### src/rtl/score_disp_pkg.sv
// Shared constants and types for the score display driver: active-low
// seven-segment codes, anode enable patterns, FSM state encoding and the
// double-dabble nibble adjust.
package score_disp_pkg;

  // Active-low segment codes, bit order {dp,g,f,e,d,c,b,a}; dp always off
  localparam logic [7:0] SEG_0     = 8'hC0;
  localparam logic [7:0] SEG_1     = 8'hF9;
  localparam logic [7:0] SEG_2     = 8'hA4;
  localparam logic [7:0] SEG_3     = 8'hB0;
  localparam logic [7:0] SEG_4     = 8'h99;
  localparam logic [7:0] SEG_5     = 8'h92;
  localparam logic [7:0] SEG_6     = 8'h82;
  localparam logic [7:0] SEG_7     = 8'hF8;
  localparam logic [7:0] SEG_8     = 8'h80;
  localparam logic [7:0] SEG_9     = 8'h90;
  localparam logic [7:0] SEG_BLANK = 8'hFF;

  // Active-low anode enables; bit n drives digit n
  localparam logic [3:0] AN_DIG0 = 4'b1110;
  localparam logic [3:0] AN_DIG1 = 4'b1101;
  localparam logic [3:0] AN_DIG2 = 4'b1011;
  localparam logic [3:0] AN_DIG3 = 4'b0111;
  localparam logic [3:0] AN_NONE = 4'b1111;

  typedef enum logic [1:0] {
    ST_IDLE  = 2'd0,
    ST_SHIFT = 2'd1,
    ST_LATCH = 2'd2
  } state_t;

  // Double-dabble correction: a BCD nibble of 5 or more would overflow past
  // 9 when doubled, so pre-add 3 to carry correctly into the next nibble.
  function automatic logic [3:0] dd_adjust(input logic [3:0] nib);
    return (nib >= 4'd5) ? nib + 4'd3 : nib;
  endfunction

endpackage

### src/rtl/seg7_decoder.sv
// Combinational BCD digit to active-low seven-segment decoder with a blank
// override. Non-decimal codes decode to all segments off.
module seg7_decoder
  import score_disp_pkg::*;
(
  input  logic [3:0] digit,
  input  logic       blank,
  output logic [7:0] seg
);

  // Look up the segment pattern, forcing all-off when blanked
  always_comb begin
    seg = SEG_BLANK;
    if (!blank) begin
      case (digit)
        4'd0:    seg = SEG_0;
        4'd1:    seg = SEG_1;
        4'd2:    seg = SEG_2;
        4'd3:    seg = SEG_3;
        4'd4:    seg = SEG_4;
        4'd5:    seg = SEG_5;
        4'd6:    seg = SEG_6;
        4'd7:    seg = SEG_7;
        4'd8:    seg = SEG_8;
        4'd9:    seg = SEG_9;
        default: seg = SEG_BLANK;
      endcase
    end
  end

endmodule

### src/rtl/score_display_driver.sv
// Score display driver: converts the 8-bit binary score to three BCD digits
// with a sequential double-dabble FSM, then time-multiplexes the digits onto
// a four-digit common-anode seven-segment display selected by STROBE.
// Digit 3 is permanently blank.
// Optional macro SCORE_DISP_BLANK_EN enables leading-zero blanking of the
// hundreds and tens digits; the ones digit is always shown.
module score_display_driver
  import score_disp_pkg::*;
#(
  parameter int SHIFT_STEPS = 8
) (
  input  logic       CLK,
  input  logic       RESET,
  input  logic [7:0] SCORE,
  input  logic [1:0] STROBE,
  output logic [3:0] SEG_SELECT,
  output logic [7:0] HEX_OUT,
  output logic       BUSY
);

  localparam logic [3:0] STEP_LAST = 4'(SHIFT_STEPS - 1);

  state_t      state;
  state_t      state_next;
  logic [7:0]  last_score;
  logic [19:0] shreg;
  logic [19:0] shreg_adj;
  logic [3:0]  step;
  logic [3:0]  disp_h;
  logic [3:0]  disp_t;
  logic [3:0]  disp_o;
  logic [3:0]  mux_digit;
  logic        mux_blank;
  logic [3:0]  mux_anode;
  logic [7:0]  dec_seg;

  // FSM state register
  always_ff @(posedge CLK) begin
    if (RESET) state <= ST_IDLE;
    else       state <= state_next;
  end

  // FSM next-state logic
  always_comb begin
    state_next = state;
    case (state)
      ST_IDLE:  if (SCORE != last_score) state_next = ST_SHIFT;
      ST_SHIFT: if (step == STEP_LAST)   state_next = ST_LATCH;
      ST_LATCH: state_next = ST_IDLE;
      default:  state_next = ST_IDLE;
    endcase
  end

  // FSM outputs: busy for the whole shift and latch sequence
  always_comb begin
    BUSY = (state == ST_SHIFT) || (state == ST_LATCH);
  end

  // Nibble correction applied before each shift
  always_comb begin
    shreg_adj = {dd_adjust(shreg[19:16]), dd_adjust(shreg[15:12]),
                 dd_adjust(shreg[11:8]), shreg[7:0]};
  end

  // Conversion datapath: capture new score, shift, and latch finished digits
  always_ff @(posedge CLK) begin
    if (RESET) begin
      last_score <= 8'd0;
      shreg      <= 20'd0;
      step       <= 4'd0;
      disp_h     <= 4'd0;
      disp_t     <= 4'd0;
      disp_o     <= 4'd0;
    end else begin
      case (state)
        ST_IDLE: begin
          if (SCORE != last_score) begin
            shreg      <= {12'd0, SCORE};
            last_score <= SCORE;
            step       <= 4'd0;
          end
        end
        ST_SHIFT: begin
          shreg <= {shreg_adj[18:0], 1'b0};
          step  <= step + 4'd1;
        end
        ST_LATCH: begin
          disp_h <= shreg[19:16];
          disp_t <= shreg[15:12];
          disp_o <= shreg[11:8];
        end
        default: ;
      endcase
    end
  end

  // Digit mux: pick the digit, anode pattern and blanking for this strobe
  always_comb begin
    mux_digit = 4'd0;
    mux_blank = 1'b0;
    mux_anode = AN_NONE;
    case (STROBE)
      2'd0: begin
        mux_digit = disp_o;
        mux_anode = AN_DIG0;
      end
      2'd1: begin
        mux_digit = disp_t;
        mux_anode = AN_DIG1;
`ifdef SCORE_DISP_BLANK_EN
        mux_blank = (disp_h == 4'd0) && (disp_t == 4'd0);
`else
        mux_blank = 1'b0;
`endif
      end
      2'd2: begin
        mux_digit = disp_h;
        mux_anode = AN_DIG2;
`ifdef SCORE_DISP_BLANK_EN
        mux_blank = (disp_h == 4'd0);
`else
        mux_blank = 1'b0;
`endif
      end
      default: begin
        mux_digit = 4'd0;
        mux_blank = 1'b1;
        mux_anode = AN_DIG3;
      end
    endcase
  end

  seg7_decoder u_dec (
    .digit (mux_digit),
    .blank (mux_blank),
    .seg   (dec_seg)
  );

  // Register anode and segment lines together so they switch on one edge
  always_ff @(posedge CLK) begin
    if (RESET) begin
      SEG_SELECT <= AN_NONE;
      HEX_OUT    <= SEG_BLANK;
    end else begin
      SEG_SELECT <= mux_anode;
      HEX_OUT    <= dec_seg;
    end
  end

endmodule

### config.mk
export PLATFORM = sky130hd
export DESIGN_NAME = score_display_driver
export DESIGN_NICKNAME = d
export VERILOG_FILES = /design/src/rtl/score_disp_pkg.sv /design/src/rtl/seg7_decoder.sv /design/src/rtl/score_display_driver.sv
export SDC_FILE = /design/constraint.sdc
export NUM_CORES = 1
export LEC_CHECK = 0
export BUFFER_PORTS_ARGS = -buffer_cell sky130_fd_sc_hd__buf_2
export CORE_MARGIN = 3
export CORE_UTILIZATION = 29
export DETAILED_ROUTE_END_ITERATION = 10
export PLACE_DENSITY = 0.48
export SYNTH_ARGS = -nofsm -noshare
export SYNTH_HDL_FRONTEND = slang
export SYNTH_HIERARCHICAL = 1
export SYNTH_SLANG_ARGS = --single-unit
### constraint.sdc
create_clock -name CLK -period 3.7 [get_ports CLK]
set_input_delay 0.37 -clock CLK [delete_from_list [all_inputs] [get_ports CLK]]
set_output_delay 0.37 -clock CLK [all_outputs]
set_load 0.1 [all_outputs]
**Word-level counts from Yosys, hierarchy flattened**

Memory sizes are Yosys's and may differ from the RTL's. A register that Yosys moved wholly into a read port is not among the register bits.
Cells that the tools add are included.

- Input bits: 12
- Memories: 1
- Bits in read-only memories: 112
- Register bits: 58

- Reduce and logical (&&, ||, !) cells: 9
- Equal/unequal tests: 8
- Add/sub/neg operators: 4
- Mux-type cells: 12
- Order comparisons: 3
- Bitwise logic cells: 1

Memory list:

| name | depth | bits a word | rd ports | clocked after Yosys merged registers in | write ports | RTL line | text |
|---|---|---|---|---|---|---|---|
| (name not given) | 16 | 7 | 1 | 1 | 0 | seg7_decoder.sv:15 | `case (digit)` |

Operator list:

| cell | number |
|---|---|
| $pmux 20 s2 | 1 |
| $pmux 4 s3 | 2 |
| $mux 20 | 1 |
| $ge 4x3->1 const B | 3 |
| $mux 4 | 3 |
| $add 4x2->4 const B | 2 |
| $ne 8x8->1 | 1 |
| $pmux 4 s2 | 1 |
| $reduce_and 2->1 | 3 |
| $add 4x1->4 const B | 1 |
| $eq 2x1->1 const B | 2 |
| $eq 2x2->1 const B | 2 |
| $eq 4x3->1 const B | 1 |
| $logic_not 2->1 | 2 |
| $mux 2 | 2 |
| $ne 2x2->1 const B | 2 |
| $pmux 2 s2 | 1 |
| $add 3x2->3 const B | 1 |
| $mux 3 | 1 |
| $reduce_or 3->1 | 1 |
| $reduce_bool 2->1 | 1 |
| $reduce_or 2->1 | 1 |
| $logic_or 1x1->1 | 1 |
| $not 1->1 | 1 |

**Logic depth before layout (Yosys ltp)**

Gate-level depths: netlist (run 1).

- Depth after elaboration: 4
- Depth in mapped cells: 10

**By module**

Netlist (run 1), hierarchy kept.

Modules (own cells, without submodules):

| module | instances | sequential area each (µm²) | cells each | area an instance (µm²) |
|---|---|---|---|---|
| score_display_driver | 1 | 1161.1 | 280 | 2680.1 |
| seg7_decoder | 1 | 0.0 | 35 | 246.5 |

**Worst setup path after synthesis (run 1)**

OpenSTA, ideal clock, no wires.

- Path type: in2reg
- From: input port STROBE[0]
- To: register HEX_OUT[3]
- Data required time: 3.577 ns
- Path slack: 1.509 ns
- Data arrival time: 2.067 ns
- Cell stages on the path: 8
- Cells stage by stage: clkbuf_1 > mux2i_1 > o21ai_0 > inv_1 > ha_1 > nor3b_2 > a21oi_1 > or2_2

- Elaborated cells between the ends (all ways): 7
- Those cells by class: eq/ne (2); mux (1); bitwise (1); reduce/logical (3)

RTL lines:

| item | RTL line | text |
|---|---|---|
| start, declared | score_display_driver.sv:15 | `input logic [1:0] STROBE,` |
| $eq 2x2->1 (tied with other cells) | score_display_driver.sv:102 | `case (STROBE)` |
| $pmux 4 s3 * | score_display_driver.sv:102 |  |
| via mux_digit[1] | score_display_driver.sv:32 | `logic [3:0] mux_digit;` |
| end, declared | score_display_driver.sv:17 | `output logic [7:0] HEX_OUT,` |

Mark *: on every way through the listed nets, which the timed path passes. The rest lies on a longest branch.
A chain may end at the register's enable or synchronous reset.

**Final worst setup path (run 1)**

- From: register state[0]
- To: register shreg[6]

- Cells in the longest elaborated chain, start to end: 3
- Elaborated cells between the ends (all ways): 6
- Those cells by class: eq/ne (2); mux (1); reduce/logical (3)

Ends and longest elaborated chain:

| item | RTL line | text |
|---|---|---|
| start, declared | score_display_driver.sv:23 | `state_t state;` |
| start signal, assigned | score_display_driver.sv:40 | `else state <= state_next;` |
| $eq 2x1->1 / $logic_not 2->1 (equally long branches) | score_display_driver.sv:75 | `case (state)` |
| $reduce_bool 2->1 (no line) / $ne 2x2->1 (equally long branches) | - |  |
| $reduce_and 2->1 (no line) | - |  |
| end signal, assigned | score_display_driver.sv:78 | `shreg <= {12'd0, SCORE};` |
| end signal, assigned | score_display_driver.sv:84 | `shreg <= {shreg_adj[18:0], 1'b0};` |
| end, declared | score_display_driver.sv:26 | `logic [19:0] shreg;` |

Several ways; a longest one is shown, not always the timed one.

==> results of run 1 <==
flip-flops by register name (all words and copies together) (netlist names):
| signal | count |
|---|---|
| SEG_SELECT | 4 |
| HEX_OUT | 8 |
| shreg | 20 |
| disp_h | 4 |
| last_score | 8 |
| disp_o | 4 |
| step | 4 |
| state | 2 |
| disp_t | 4 |
worst max-delay path: stages, from the launching register on:
cell      delay, ps
dfxtp_1         320
inv_1           120
ha_1            290
inv_1           110
nand2_1         110
o31a_1          920
nor2_1          120
a211oi_2        220
cell families after synthesis:
logic type / after synthesis / share of synthesized area (%)
flops: 58 / 39.67
buf+inv: 31 / 4.873
compound gates: 61 / 15.39
other cells: 1 / 0.1281
xor+xnor: 14 / 4.190
simple gates: 103 / 18.26
mux: 31 / 10.65
fa+ha+maj: 16 / 6.840
power groups by stage:
stage	Sequential (W)	Clock, W	Combinational [W]
final	0.000697	0.000466	0.000366
after global routing	0.000701	0.000513	0.000401
after CTS	0.000698	0.000488	0.000373
after detailed placement	0.000711	0	0.000372
after global placement	0.000711	0	0.000370
after floorplan	0.000754	0	0.000267
metrics by stage:
step	setup slack, ps	instance area [um2]	power (W)	instances
after global placement	1302	3142	0.001081	458
final	1419	3293	0.001529	473
after floorplan	1509	2927	0.001021	315
after CTS	1403	3293	0.001559	473
after global routing	1127	3293	0.001615	473
after detailed placement	1312	3142	0.001084	458
final timing paths:
path / from / endpoint / slack (ps) / cells after the start
min reg2reg: step[1] / step[1] / 480 / 2
max: state[0] / shreg[6] / 1420 / 7
min: STROBE[0] / SEG_SELECT[1] / 300 / 2
max reg2reg: state[0] / shreg[6] / 1420 / 7
per-layer routing:
metal	wire (um)	vias to the layer above	share of wire, %	GRT usage [%]
met5	0	-	0	0
met4	73	0	1.2	4.110
met3	245	8	4.1	3.643
met2	2833	34	48	18.87
met1	2773	1016	47	13.37
li1	-	1138	-	-
cell usage in the layout (no fill, tap or decap), types with 2 or more instances in the layout:
master,synthesis,routed
nand3_1,7,7
nand4_1,2,2
inv_1,13,13
nor3_1,4,4
a31o_1,3,3
xnor2_1,11,11
o21ai_1,2,2
and4_4,2,2
nand2_1,26,26
a21oi_1,18,18
nand2b_1,6,6
a211oi_2,7,7
clkbuf_1,5,2
a31oi_1,2,2
nor2_1,32,32
ha_1,16,16
a211oi_1,2,2
buf_2,3,24
xor2_1,3,3
and3_1,2,2
mux2i_1,30,30
a41oi_1,3,3
buf_4,2,2
nor2b_1,3,3
dfxtp_1,58,58
o21ai_0,13,13
or4_1,2,2
clkbuf_8,0,9
clkinv_2,0,4
o31ai_2,4,4
or2_2,8,8
area by class of cell:
| type | instances | area (um2) | share of cell area, % |
|---|---|---|---|
| repair buffers | 26 | 135.1 | 4.103 |
| well taps | 133 | 166.4 | 5.053 |
| multi-input cells | 226 | 1623 | 49.28 |
| clock buffers | 11 | 131.4 | 3.989 |
| inverters | 15 | 56.30 | 1.710 |
| clock inverters | 4 | 20.02 | 0.6079 |
| flip-flops and latches | 58 | 1161 | 35.26 |
==> summary.md, run 1 <==
| Metric | Value |
|---|---|
| Cell Area, Synth | 0.002927 mm2 |
| Routability cong. | 0.7906 |
| DR vias | 2,196 |
| Area contributors post-synth | dfxtp_1, mux2i_1, ha_1 |
| Number of synthesized flops with an enable pin | 0 |
| CTS tree | yes |
| Pins Over Slew Limit | 0 |
| Initial DRC Count | 37 |
| Total Wirelength | 5925 um |
| Peak supply drop | 0.0002239 V |
| Initial antenna violation count | 0 |
| ANT cells | 0 |
| Highest Clock Rate | 438.4 MHz |
| Avg WL per Cell | 12.53 um |
| First-pass GRT wire length | 10,060 um |
| Setup CP Type | register to register |
| Pwr/cell area | 464.4 mW/mm2 |
| Post-Route Setup TNS | 0 ps |
| Final min period | 2281 ps |
| Critical Path Source Type | register |
| CTS sink count | 58 |
| Top-count cell post-synth | dfxtp_1 |
| Row cnt | 36 |
| Clk Latency, worst-skew pair | 330 ps |
| Static leakage power | 1.209 nW |
| Syn nets | 343 |
| Area Overhead vs Synth | 12.53% |
| Async SR Flop Fraction | 0% |
| Io pins | 25 |
| Final net count | 364 |
| Deepest level of the CTS H-tree | 3 |
| # DRC | 0 |
| Crit path DAT | 2530 ps |
| Antenna-violating nets left | 0 |
| WP data required | 3950 ps |
| Setup bufs post-CTS | 0 |
| Total CTS buffers | 9 |
| Clock transition at path regs | 60 ps |
| Initial Util | 29.94% |
| Synthesized flop and latch total | 58 |
| # setup viols final | 0 |
| Setup repair after global routing missed its margin | false |
| Largest net degree at the start of global routing | 36 |
| Clk pwr share | 30.5% |
| Hold buffer count at CTS | 0 |
| Core area | 0.009774 mm2 |
| Die height | 106.5 um |
| Vias per cell | 4.643 |
| Fillers | 1,041 |
| Outcome | finished, final reports clean |
| Worst setup EP type | register |
| Commonest cells in the netlist | dfxtp_1, nor2_1, mux2i_1 |
| Post-Syn Instances | 315 |
| Hold slack final | 301.5 ps |
| Sw power | 0.0005079 W |
| Dominant synthesized flop cell | dfxtp_1 |
| Synth area leader | dfxtp_1 |
| 1st-pass router iterations | 4 |
| Seq pwr share | 45.6% |
| Post-synth cell types | 51 |
| Die area | 0.01133 mm2 |
| Sw Ratio | 33.21% |
| Post_cts resized | 0 |
| Share of cells above drive strength 1 | 20.00% |
| YS warnings | 6 |
| Final hold vios | 0 |
| Max_slew headroom | 23.14% |
| CTS Buffer Depth | 2 |
| Yosys top cell area share | 39.68% |
| Pint | 0.001021 W |
| Slew @ Worst Pin | 1153 ps |
| GRT Total Usage | 11.23% |
| # Max-Cap Violations | 0 |
| CTS root buffer | clkbuf_8 |
| Die width | 106.5 um |
| Vias in the first global route | 2,149 |
| CP Max Fanout | 25 |
| Period utilisation layout | 61.64% |
| IO Port Bufs | 24 |
| Synthesized area per cell | 9.291 um2 |
| Hold WC Path Type | input port to register |
| Comb pwr share | 23.9% |
| Final core occ | 33.69% |
| Grt total ovfl | 0 |
| Final Skew | 6.534 ps |
| Seq/Total Area, Yosys | 39.68% |
| Hpwl dp | 4267 um |
Power figures use the tool's default switching activity.
==> run 2, diff against run 1 <==
Clock period 3.7 ns to 2.4 ns, I/O delays scaled along.
==> summary.md, run 2 (synthesized netlist as in run 1, its figures left out) <==
| Metric | Value |
|---|---|
| Hold EP | SEG_SELECT[1] (unchanged) |
| Static leakage power | 1.265 nW (was 1.209 nW) |
| Setup bufs post-CTS | 0 (unchanged) |
| Worst r2r path cells | 7 (unchanged) |
| Worst setup EP type | register (unchanged) |
| Period utilisation layout | 86.90% (was 61.64%) |
| Row cnt | 36 (unchanged) |
| Sequential cell area | 0.001161 mm2 (unchanged) |
| Pins Over Slew Limit | 0 (unchanged) |
| Final Skew | 9.470 ps (was 6.534 ps) |
| CTS root buffer | clkbuf_8 (unchanged) |
| Initial DRC Count | 42 (was 37) |
| 1st-pass router iterations | 4 (unchanged) |
| Reg-to-Reg End | HEX_OUT[3] (was shreg[6]) |
| # DRC | 0 (unchanged) |
| Worst reg2reg path startpoint | disp_o[1] (was state[0]) |
| Total CTS buffers | 9 (unchanged) |
| Antenna-violating nets left | 0 (unchanged) |
| Grt total ovfl | 0 (unchanged) |
| Largest net degree at the start of global routing | 31 (was 36) |
| GRT Total Usage | 11.38% (was 11.23%) |
| Deepest level of the CTS H-tree | 3 (unchanged) |
| Slew @ Worst Pin | 991.0 ps (was 1153 ps) |
| Post-Route Setup TNS | 0 ps (unchanged) |
| Clock transition at path regs | 70 ps (was 60 ps) |
| IO Port Bufs | 24 (unchanged) |
| Post_cts resized | 0 (unchanged) |
| Total Wirelength | 6092 um (was 5925 um) |
| Routability cong. | 0.8326 (was 0.7906) |
| Clk Latency, worst-skew pair | 340 ps (was 330 ps) |
| Final net count | 370 (was 364) |
| Avg WL per Cell | 12.69 um (was 12.53 um) |
| Worst Hold Launch | STROBE[0] (unchanged) |
| Io pins | 25 (unchanged) |
| Vias in the first global route | 2,167 (was 2,149) |
| Top reg by flops | shreg (unchanged) |
| Pwr/cell area | 784.7 mW/mm2 (was 464.4 mW/mm2) |
| Fillers | 1,048 (was 1,041) |
| Commonest non-fill, non-tap cell in the layout | dfxtp_1 (unchanged) |
| WP data required | 2630 ps (was 3950 ps) |
| Critical Path Source Type | register (unchanged) |
| Final hold vios | 0 (unchanged) |
| Die area | 0.01133 mm2 (unchanged) |
| # Max-Cap Violations | 0 (unchanged) |
| Post-route cell area | 0.003406 mm2 (was 0.003293 mm2) |
| Max FFs per register | 20 (unchanged) |
| CTS sink count | 58 (unchanged) |
| CTS Buffer Depth | 2 (unchanged) |
| Vias per cell | 4.631 (was 4.643) |
| Highest Clock Rate | 479.5 MHz (was 438.4 MHz) |
| Setup repair after global routing missed its margin | false (unchanged) |
| Share of cells above drive strength 1 | 21.90% (was 20.00%) |
| CTS tree | yes (unchanged) |
| ANT cells | 0 (unchanged) |
| Peak supply drop | 0.0003693 V (was 0.0002239 V) |
| Die height | 106.5 um (unchanged) |
| Hold WC Path Type | input port to register (unchanged) |
| Crit path DAT | 2320 ps (was 2530 ps) |
| Worst Hold Depth | 2 (unchanged) |
| Initial antenna violation count | 0 (unchanged) |
| Placed Area | 0.003187 mm2 (was 0.003142 mm2) |
| CP Max Fanout | 6 (was 25) |
| Setup CP Type | register to register (unchanged) |
| First-pass GRT wire length | 10,390 um (was 10,060 um) |
| Hpwl dp | 4330 um (was 4267 um) |
| Hold buffer count at CTS | 0 (unchanged) |
| Initial Util | 29.94% (unchanged) |
| Outcome | finished, final reports clean (unchanged) |
| # setup viols final | 0 (unchanged) |
| Commonest non-fill, non-tap cells in the layout | dfxtp_1, nor2_1, mux2i_1 (unchanged) |
| Core area | 0.009774 mm2 (unchanged) |
| R2R setup slack | 310 ps (was 1420 ps) |
| Multi-input gate area | 0.001623 mm2 (unchanged) |
| Final core occ | 34.84% (was 33.69%) |
| Area Overhead vs Synth | 16.37% (was 12.53%) |
| Regs by FF count | shreg (20), HEX_OUT (8), last_score (8) (unchanged) |
| DR vias | 2,223 (was 2,196) |
| Final min period | 2086 ps (was 2281 ps) |
| Hold slack final | 162.0 ps (was 301.5 ps) |
| Die width | 106.5 um (unchanged) |
| Max_slew headroom | 33.24% (was 23.14%) |
-- run 2: metal layers --
metal  routed length, um  GRT usage, %
met2                2951         19.64
met4                  39         2.466
met3                 272         4.311
met1                2828         13.44
met5                   0             0
-- run 2: worst max path at each step --
stage                     startpoint          to  depth (start not counted)
final                      disp_o[1]  HEX_OUT[3]                          7
after global routing       disp_o[1]  HEX_OUT[3]                          7
after CTS                  disp_o[1]  HEX_OUT[3]                          7
after detailed placement   STROBE[0]  HEX_OUT[3]                          8
after global placement     STROBE[0]  HEX_OUT[3]                          8
after floorplan            STROBE[0]  HEX_OUT[3]                          8
-- run 2: stage by stage --
stage	setup slack, ps	power, W	cells
4_1_cts	318.6	0.002712	480
5_1_grt	101.7	0.002810	480
3_5_place_dp	239.8	0.001706	464
3_3_place_gp	300.7	0.001699	464
2_1_floorplan	339.3	0.001574	315
6_report	314.4	0.002672	480
-- run 2: critical path, stage by stage (launching register included) --
cell and delay (ps):
dfxtp_1 360, mux2i_1 80, o21ai_0 520, inv_1 190, ha_1 340, nor3b_2 180, a21oi_1 50, or2_2 270
-- run 2: final cells by class --
cell class / count / share of cell area (%)
inverter: 15 / 1.653
multi-input combinational: 226 / 47.65
clock inverter: 5 / 2.278
tap: 133 / 4.886
sequential: 58 / 34.09
timing repair buffer: 32 / 5.290
clock buffer: 11 / 4.151
-- run 2: power by group --
part           total [W]  internal (W)  switching [W]
clock           0.000999      0.000609       0.000389
sequential       0.00107       0.00103      0.0000383
combinational   0.000601      0.000205       0.000396
